[config.mk]
export PLATFORM = sky130hd
export DESIGN_NAME = dmem_arbiter
export DESIGN_NICKNAME = d
export VERILOG_FILES = /design/src/rtl/mem_arb_pkg.sv /design/src/rtl/rr_picker.sv /design/src/rtl/dmem_arbiter.sv
export SDC_FILE = /design/constraint.sdc
export NUM_CORES = 1
export LEC_CHECK = 0
export BUFFER_PORTS_ARGS = -buffer_cell sky130_fd_sc_hd__buf_2
export CAP_MARGIN = 10
export CORE_MARGIN = 2
export CORE_UTILIZATION = 45
export CTS_CLUSTER_DIAMETER = 50
export DETAILED_ROUTE_END_ITERATION = 10
export PLACE_DENSITY = 0.87
export SYNTH_ARGS = -nofsm -noshare
export SYNTH_HDL_FRONTEND = slang
export SYNTH_SLANG_ARGS = --single-unit
[constraint.sdc]
create_clock -name clk -period 1.55 [get_ports clk]
set_input_delay 0.0775 -clock clk [delete_from_list [all_inputs] [get_ports clk]]
set_output_delay 0.0775 -clock clk [all_outputs]
set_load 0.02 [all_outputs]
[src/rtl/mem_arb_pkg.sv]
// rtl/mem_arb_pkg.sv - shared types and constants for the data-memory arbiter
package mem_arb_pkg;

    typedef enum logic [1:0] {
        IDLE  = 2'd0,
        ISSUE = 2'd1,
        RESP  = 2'd2
    } arb_state_t;

    localparam int ID_W = 1;

endpackage

[src/rtl/rr_picker.sv]
// rtl/rr_picker.sv - two-way winner selection, round-robin or fixed priority
module rr_picker
    import mem_arb_pkg::*;
(
    input  logic [1:0]      req,
    input  logic            ptr,
    input  logic            fixed,
    output logic [ID_W-1:0] winner
);

    // The pointer only breaks ties; a lone requester always wins.
    always_comb begin
        winner = '0;
        if (req == 2'b11) begin
            winner = fixed ? 1'b0 : ptr;
        end else if (req[1]) begin
            winner = 1'b1;
        end
    end

endmodule

[src/rtl/dmem_arbiter.sv]
// rtl/dmem_arbiter.sv - two-requester arbiter for a single-port synchronous data memory
module dmem_arbiter
    import mem_arb_pkg::*;
#(
    parameter int FIXED_PRIO = 0,
    parameter int AW         = 8,
    parameter int DW         = 8
) (
    input  logic          clk,
    input  logic          rst,
    input  logic          r0_req,
    input  logic          r0_we,
    input  logic [AW-1:0] r0_addr,
    input  logic [DW-1:0] r0_wdata,
    output logic          r0_gnt,
    output logic          r0_rvalid,
    output logic [DW-1:0] r0_rdata,
    input  logic          r1_req,
    input  logic          r1_we,
    input  logic [AW-1:0] r1_addr,
    input  logic [DW-1:0] r1_wdata,
    output logic          r1_gnt,
    output logic          r1_rvalid,
    output logic [DW-1:0] r1_rdata,
    output logic          mem_we,
    output logic [AW-1:0] mem_addr,
    output logic [DW-1:0] mem_wdata,
    input  logic [DW-1:0] mem_rdata,
    output logic          busy
);

    arb_state_t      state, state_n;
    logic            ptr;
    logic [ID_W-1:0] pick;
    logic [ID_W-1:0] win;
    logic [DW-1:0]   r0_hold;
    logic [DW-1:0]   r1_hold;

    rr_picker u_picker (
        .req    ({r1_req, r0_req}),
        .ptr    (ptr),
        .fixed  (FIXED_PRIO != 0),
        .winner (pick)
    );

    always_ff @(posedge clk or negedge rst) begin
        if (!rst) begin
            state <= IDLE;
        end else begin
            state <= state_n;
        end
    end

    always_comb begin
        state_n = state;
        case (state)
            IDLE:    if (r0_req || r1_req) state_n = ISSUE;
            ISSUE:   state_n = RESP;
            RESP:    state_n = IDLE;
            default: state_n = IDLE;
        endcase
    end

    // The memory port is driven only for the single ISSUE cycle of an access.
    always_ff @(posedge clk or negedge rst) begin
        if (!rst) begin
            ptr       <= 1'b0;
            win       <= '0;
            r0_gnt    <= 1'b0;
            r1_gnt    <= 1'b0;
            r0_rvalid <= 1'b0;
            r1_rvalid <= 1'b0;
            r0_hold   <= '0;
            r1_hold   <= '0;
            mem_we    <= 1'b0;
            mem_addr  <= '0;
            mem_wdata <= '0;
        end else begin
            r0_gnt    <= 1'b0;
            r1_gnt    <= 1'b0;
            r0_rvalid <= 1'b0;
            r1_rvalid <= 1'b0;
            mem_we    <= 1'b0;
            mem_addr  <= '0;
            mem_wdata <= '0;
            case (state)
                IDLE: begin
                    if (r0_req || r1_req) begin
                        win <= pick;
                        if (FIXED_PRIO == 0) ptr <= ~pick;
                        if (pick == 1'b0) begin
                            r0_gnt    <= 1'b1;
                            mem_we    <= r0_we;
                            mem_addr  <= r0_addr;
                            mem_wdata <= r0_wdata;
                        end else begin
                            r1_gnt    <= 1'b1;
                            mem_we    <= r1_we;
                            mem_addr  <= r1_addr;
                            mem_wdata <= r1_wdata;
                        end
                    end
                end
                ISSUE: begin
                    if (win == 1'b0) r0_rvalid <= 1'b1;
                    else             r1_rvalid <= 1'b1;
                end
                RESP: begin
                    if (r0_rvalid) r0_hold <= mem_rdata;
                    if (r1_rvalid) r1_hold <= mem_rdata;
                end
                default: ;
            endcase
        end
    end

    // Memory read data is already registered, so it is forwarded during RESP and held afterwards.
    assign r0_rdata = r0_rvalid ? mem_rdata : r0_hold;
    assign r1_rdata = r1_rvalid ? mem_rdata : r1_hold;
    assign busy     = (state != IDLE);

endmodule

# Yosys cells after proc, flatten, opt, wreduce, memory -nomap -nowiden

Cells that the tools add are included.

Add/sub/neg operators: 0
$mul: 0
Divide/modulo/power cells: 0
Magnitude comparators: 0
Equal/unequal tests: 4
Shift operators: 0
Multiplexer cells: 25
Bitwise logic cells: 1
Reductions and logical operators: 4

Operator list:

| operator                                                         | number |
|---|---|
| 8-bit 2-to-1 mux                                                 | 8 |
| 1-bit 2-to-1 mux                                                 | 15 |
| 2-bit == test (second input constant)                            | 2 |
| 2-bit one-hot mux with 2 select lines                            | 1 |
| 2-bit by 1-bit == test with 1-bit output (second input constant) | 1 |
| 2-bit logical NOT                                                | 1 |
| 2-bit 2-to-1 mux                                                 | 1 |
| 2-bit != test (second input constant)                            | 1 |
| 2-bit AND reduction                                              | 1 |
| 2-bit nonzero test                                               | 1 |
| 1-bit logical OR                                                 | 1 |
| 1-bit NOT                                                        | 1 |

Bits in registers: 41
Bits in latches: 0
RAM bits: 0
Bits in read-only memories: 0
Input bits: 46
Output and inout bits: 38
Memories kept: 0

# Logic depth before layout (Yosys ltp)

Word-level depth: 5
Mapped depth: 5

# By module

Synthesis repeated with hierarchy kept, for this count alone.

Cell total of the unflattened synthesis: 132
Area total of the unflattened synthesis: 1,783.0 sq um

Modules (own cells, without submodules):

| module       | times used | cells each | area an instance (sq um) | seq. area each (sq um) |
|---|---|---|---|---|
| dmem_arbiter | 1          | 130        | 1,769.2                  | 1,026.0 |
| rr_picker    | 1          | 2          | 13.8                     | 0.0 |

# Least setup slack after synthesis

OpenSTA, ideal clock, no wires.

Kind: reg2reg
From: register r1_rvalid
To: register r1_hold[6]
Library setup time: 0.125 ns
Data arrival time: 1.294 ns
Path slack: 0.131 ns
Cell stages (with the launch flop): 4
Period minus slack after synthesis: 1.419 ns
Cell sequence: dfrtp_1 > buf_6 > mux2_2 > mux2_4

Cells in the longest elaborated chain, start to end: 1

Ends and longest elaborated chain:

| item                   | RTL line            | RTL |
|---|---|---|
| from (decl)            | dmem_arbiter.sv:23  | `output logic r1_rvalid,` |
| from (signal assigned) | dmem_arbiter.sv:72  | `r1_rvalid <= 1'b0;` |
| from (signal assigned) | dmem_arbiter.sv:82  | `r1_rvalid <= 1'b0;` |
| from (signal assigned) | dmem_arbiter.sv:106 | `else r1_rvalid <= 1'b1;` |
| 8-bit 2-to-1 mux       | -                   |  |
| net r1_rdata[6]        | dmem_arbiter.sv:24  | `output logic [DW-1:0] r1_rdata,` |
| to (signal assigned)   | dmem_arbiter.sv:110 | `if (r1_rvalid) r1_hold <= mem_rdata;` |
| to (decl)              | dmem_arbiter.sv:37  | `logic [DW-1:0] r1_hold;` |

The timed path passes the listed nets, and every way through them passes these cells.
A chain may end at the register's enable or synchronous reset.

# Final worst setup path

From: register r1_rvalid
To: output port r1_rdata[6]

Cells in the longest elaborated chain, start to end: 1

Ends and longest elaborated chain:

| item             | RTL line |
|---|---|
| 8-bit 2-to-1 mux | - |
| to (decl)        | dmem_arbiter.sv:24 |

No other way between the ends.

==> results.cfg <==
[layout]
antenna_cells = 0
drive_gt1_share_pct = 55.6
utilization_pct = 60.8
num-fill-cells = 330
nets = 284
syn_to_final_growth_pct = 29.5
fin_area_sq_um = 2430

[critical_path]
cp.required_ps = 1470
r2r-start = r1_rvalid
cp_max_fo = 9
r2r-end = r1_hold[7]
worstSetupPathType = reg2out
worst_setup_path_end_kind = output port
reg2reg_depth = 2
arrival_ps = 1350
r2r_setup_slack_ps = 280
start_kind = flop

[global_routing]
grt_pass1_wl_microns = 6930
grt.met1_usage_pct = 24.0
grt_max_degree = 23
use_met3_pct = 5.52
grt.overflow.total = 0
antenna_found_initial = 0
busiest_layer = met2
globalRouteTotalUtil_pct = 20.2
grt_pass1_vias = 1485
grt_use_met2_pct = 35.2

[synth]
postSynth.asyncResetShare_pct = 100
yosysWarnings = 0
yosys.area.top_type = dfrtp_1
ys_seq_area_share_pct = 54.6
yosys_most_used_dff = dfrtp_1
synth_seq_cells = 41
synth_edf_count = 0
ys_top_cells_by_area = dfrtp_1, mux2_4, mux2_2
yosys.area.top_type_share_pct = 54.6
post_synth_num_cell_types = 20
syn_inst = 152
yosysMostFrequentCell = dfrtp_1
syn_area_sq_um = 1880
synth_area_per_cell_sq_um = 12.4
synth_nets = 198
synth_top_cells_by_count = dfrtp_1, a21oi_1, nand3_1, o21ai_0

[hold_path]
holdPathEnd = mem_wdata[1]
hp-start = r1_wdata[1]
hold_class = in2reg
hold_depth = 3

[routing]
drc = 0
vias_per_cell = 5.17
routed_wl_microns = 4310
drt-wirelength-per-cell_microns = 14.9
drt_first_pass_iters = 4
initialDrtViolationCount = 120
vias = 1493
ant_nets = 0

[timing]
finalHoldViolCount = 0
hold_slack_ps = 41.1
worst_pin_slew_ps = 493
slew_violations = 0
post-route-period-util_pct = 92.4
clock_skew_ps = 4.20
tns_ps = 0
grt_setup_unrepaired = no
slew_headroom_pct = 67.1
setup_viol = 0
fmax_mhz = 699
fin_crit_ps = 1430

[placed_design]
place_area_sq_um = 2340
place_congestion = 0.699
io_buffers = 83
dpl.hpwl_microns = 3190

[floorplan]
die_w_microns = 68.6
coreArea_sq_um = 4000
row_count = 23
dieArea_sq_um = 4710
boundaryPins = 84
fp.dieH_microns = 68.6
start_util_pct = 47.0

[clock_tree]
clkTransAtPathRegs_ps = 80
clock-sinks = 41
cts-root-buf = clkbuf_8
tritoncts = yes
cts_buffers = 5
insertion_delay_ps = 290
cts_buffer_depth = 2
htreeDepth = 2

[power]
powerDensity_nw_per_um2 = 2030
leakage_nw = 1.30
finalPower_mw = 4.94
vdd_drop_max_v = 0.000924

[flow_run]
cap_violations = 0

[outcome]
status = completed
registers in the layout (all words and copies together) (netlist names):
signal     flops
r1_rvalid      1
mem_addr       8
mem_we         1
state          2
win            1
mem_wdata      8
r1_hold        8
ptr            1
r0_hold        8
r0_gnt         1
r0_rvalid      1
r1_gnt         1
layout by cell type, fill, tap and decap left out, drive strengths merged:
| cell type | n |
|---|---|
| nor2 | 1 |
| a21oi | 19 |
| o21ai | 18 |
| a21o | 1 |
| mux2 | 32 |
| dlygate4sd3 | 1 |
| clkinv | 2 |
| buf | 90 |
| nand2b | 2 |
| and2 | 1 |
| and2b | 1 |
| clkbuf | 6 |
| nor2b | 2 |
| and3 | 1 |
| dfrtp | 41 |
| inv | 3 |
| a31oi | 1 |
| nand3 | 17 |
what timing repair did:
item / 4_1_cts / 5_1_grt
setup endpoints to repair: 4 / 0
hold endpoints to repair: 20 / 0
hold buffers: 1 / 0
resized for setup: 2 / 0
buffers inserted: 0 / 0
worst max-delay path: stages (launching register included):
cell and delay [ps]:
dfrtp_2 510, mux2_2 380, buf_2 170
routing by layer:
layer,up-vias,wire length [microns]
met1,715,1810
met2,68,2130
met5,-,0
met4,0,51
met3,7,326
li1,703,-
through the flow:
| step | worst slack (ps) | std cells |
|---|---|---|
| detailed placement | 152 | 280 |
| floorplan | 131 | 152 |
| CTS | 101 | 289 |
| global route | 60.7 | 289 |
| global placement | 198 | 280 |
| finish | 118 | 289 |
where the power goes:
| part | switching (mW) | leakage (nW) | internal [mW] | total, mW |
|---|---|---|---|---|
| Sequential | 0.250 | 0.524 | 1.48 | 1.73 |
| Combinational | 1.34 | 0.728 | 1.19 | 2.53 |
| Clock | 0.359 | 0.0450 | 0.312 | 0.671 |
| Total | 1.95 | 1.30 | 2.98 | 4.94 |
layout make-up:
cell class	count	area [sq um]	share of cell area, %
clock inverter	2	10.0	0.411
clock buffer	6	72.6	2.98
inverter	3	11.3	0.463
sequential	41	1030	42.3
timing repair buffer	91	490	20.2
multi-input combinational	96	758	31.2
tap	50	62.6	2.57
logic make-up after synthesis:
kind of cell | count (synthesis) | synth area share (%)
multiplexers | 32 | 22.4
AO/OA/AOI/OAI | 39 | 10.6
AND/OR/NAND/NOR | 25 | 7.39
flip-flops | 41 | 54.6
buffers and inverters | 15 | 5.06
how the worst max path moves through the flow:
stage                          from     endpoint  slack [ps]  depth (start not counted)
after detailed placement  r1_rvalid   r1_hold[7]         150                          2
after global routing      r1_rvalid  r1_rdata[7]          60                          2
after CTS                 r1_rvalid  r1_rdata[7]         100                          2
after floorplan           r1_rvalid   r1_hold[6]         130                          3
final                     r1_rvalid  r1_rdata[6]         120                          2
after global placement    r1_rvalid   r1_hold[6]         200                          2
Power figures use the tool's default switching activity.
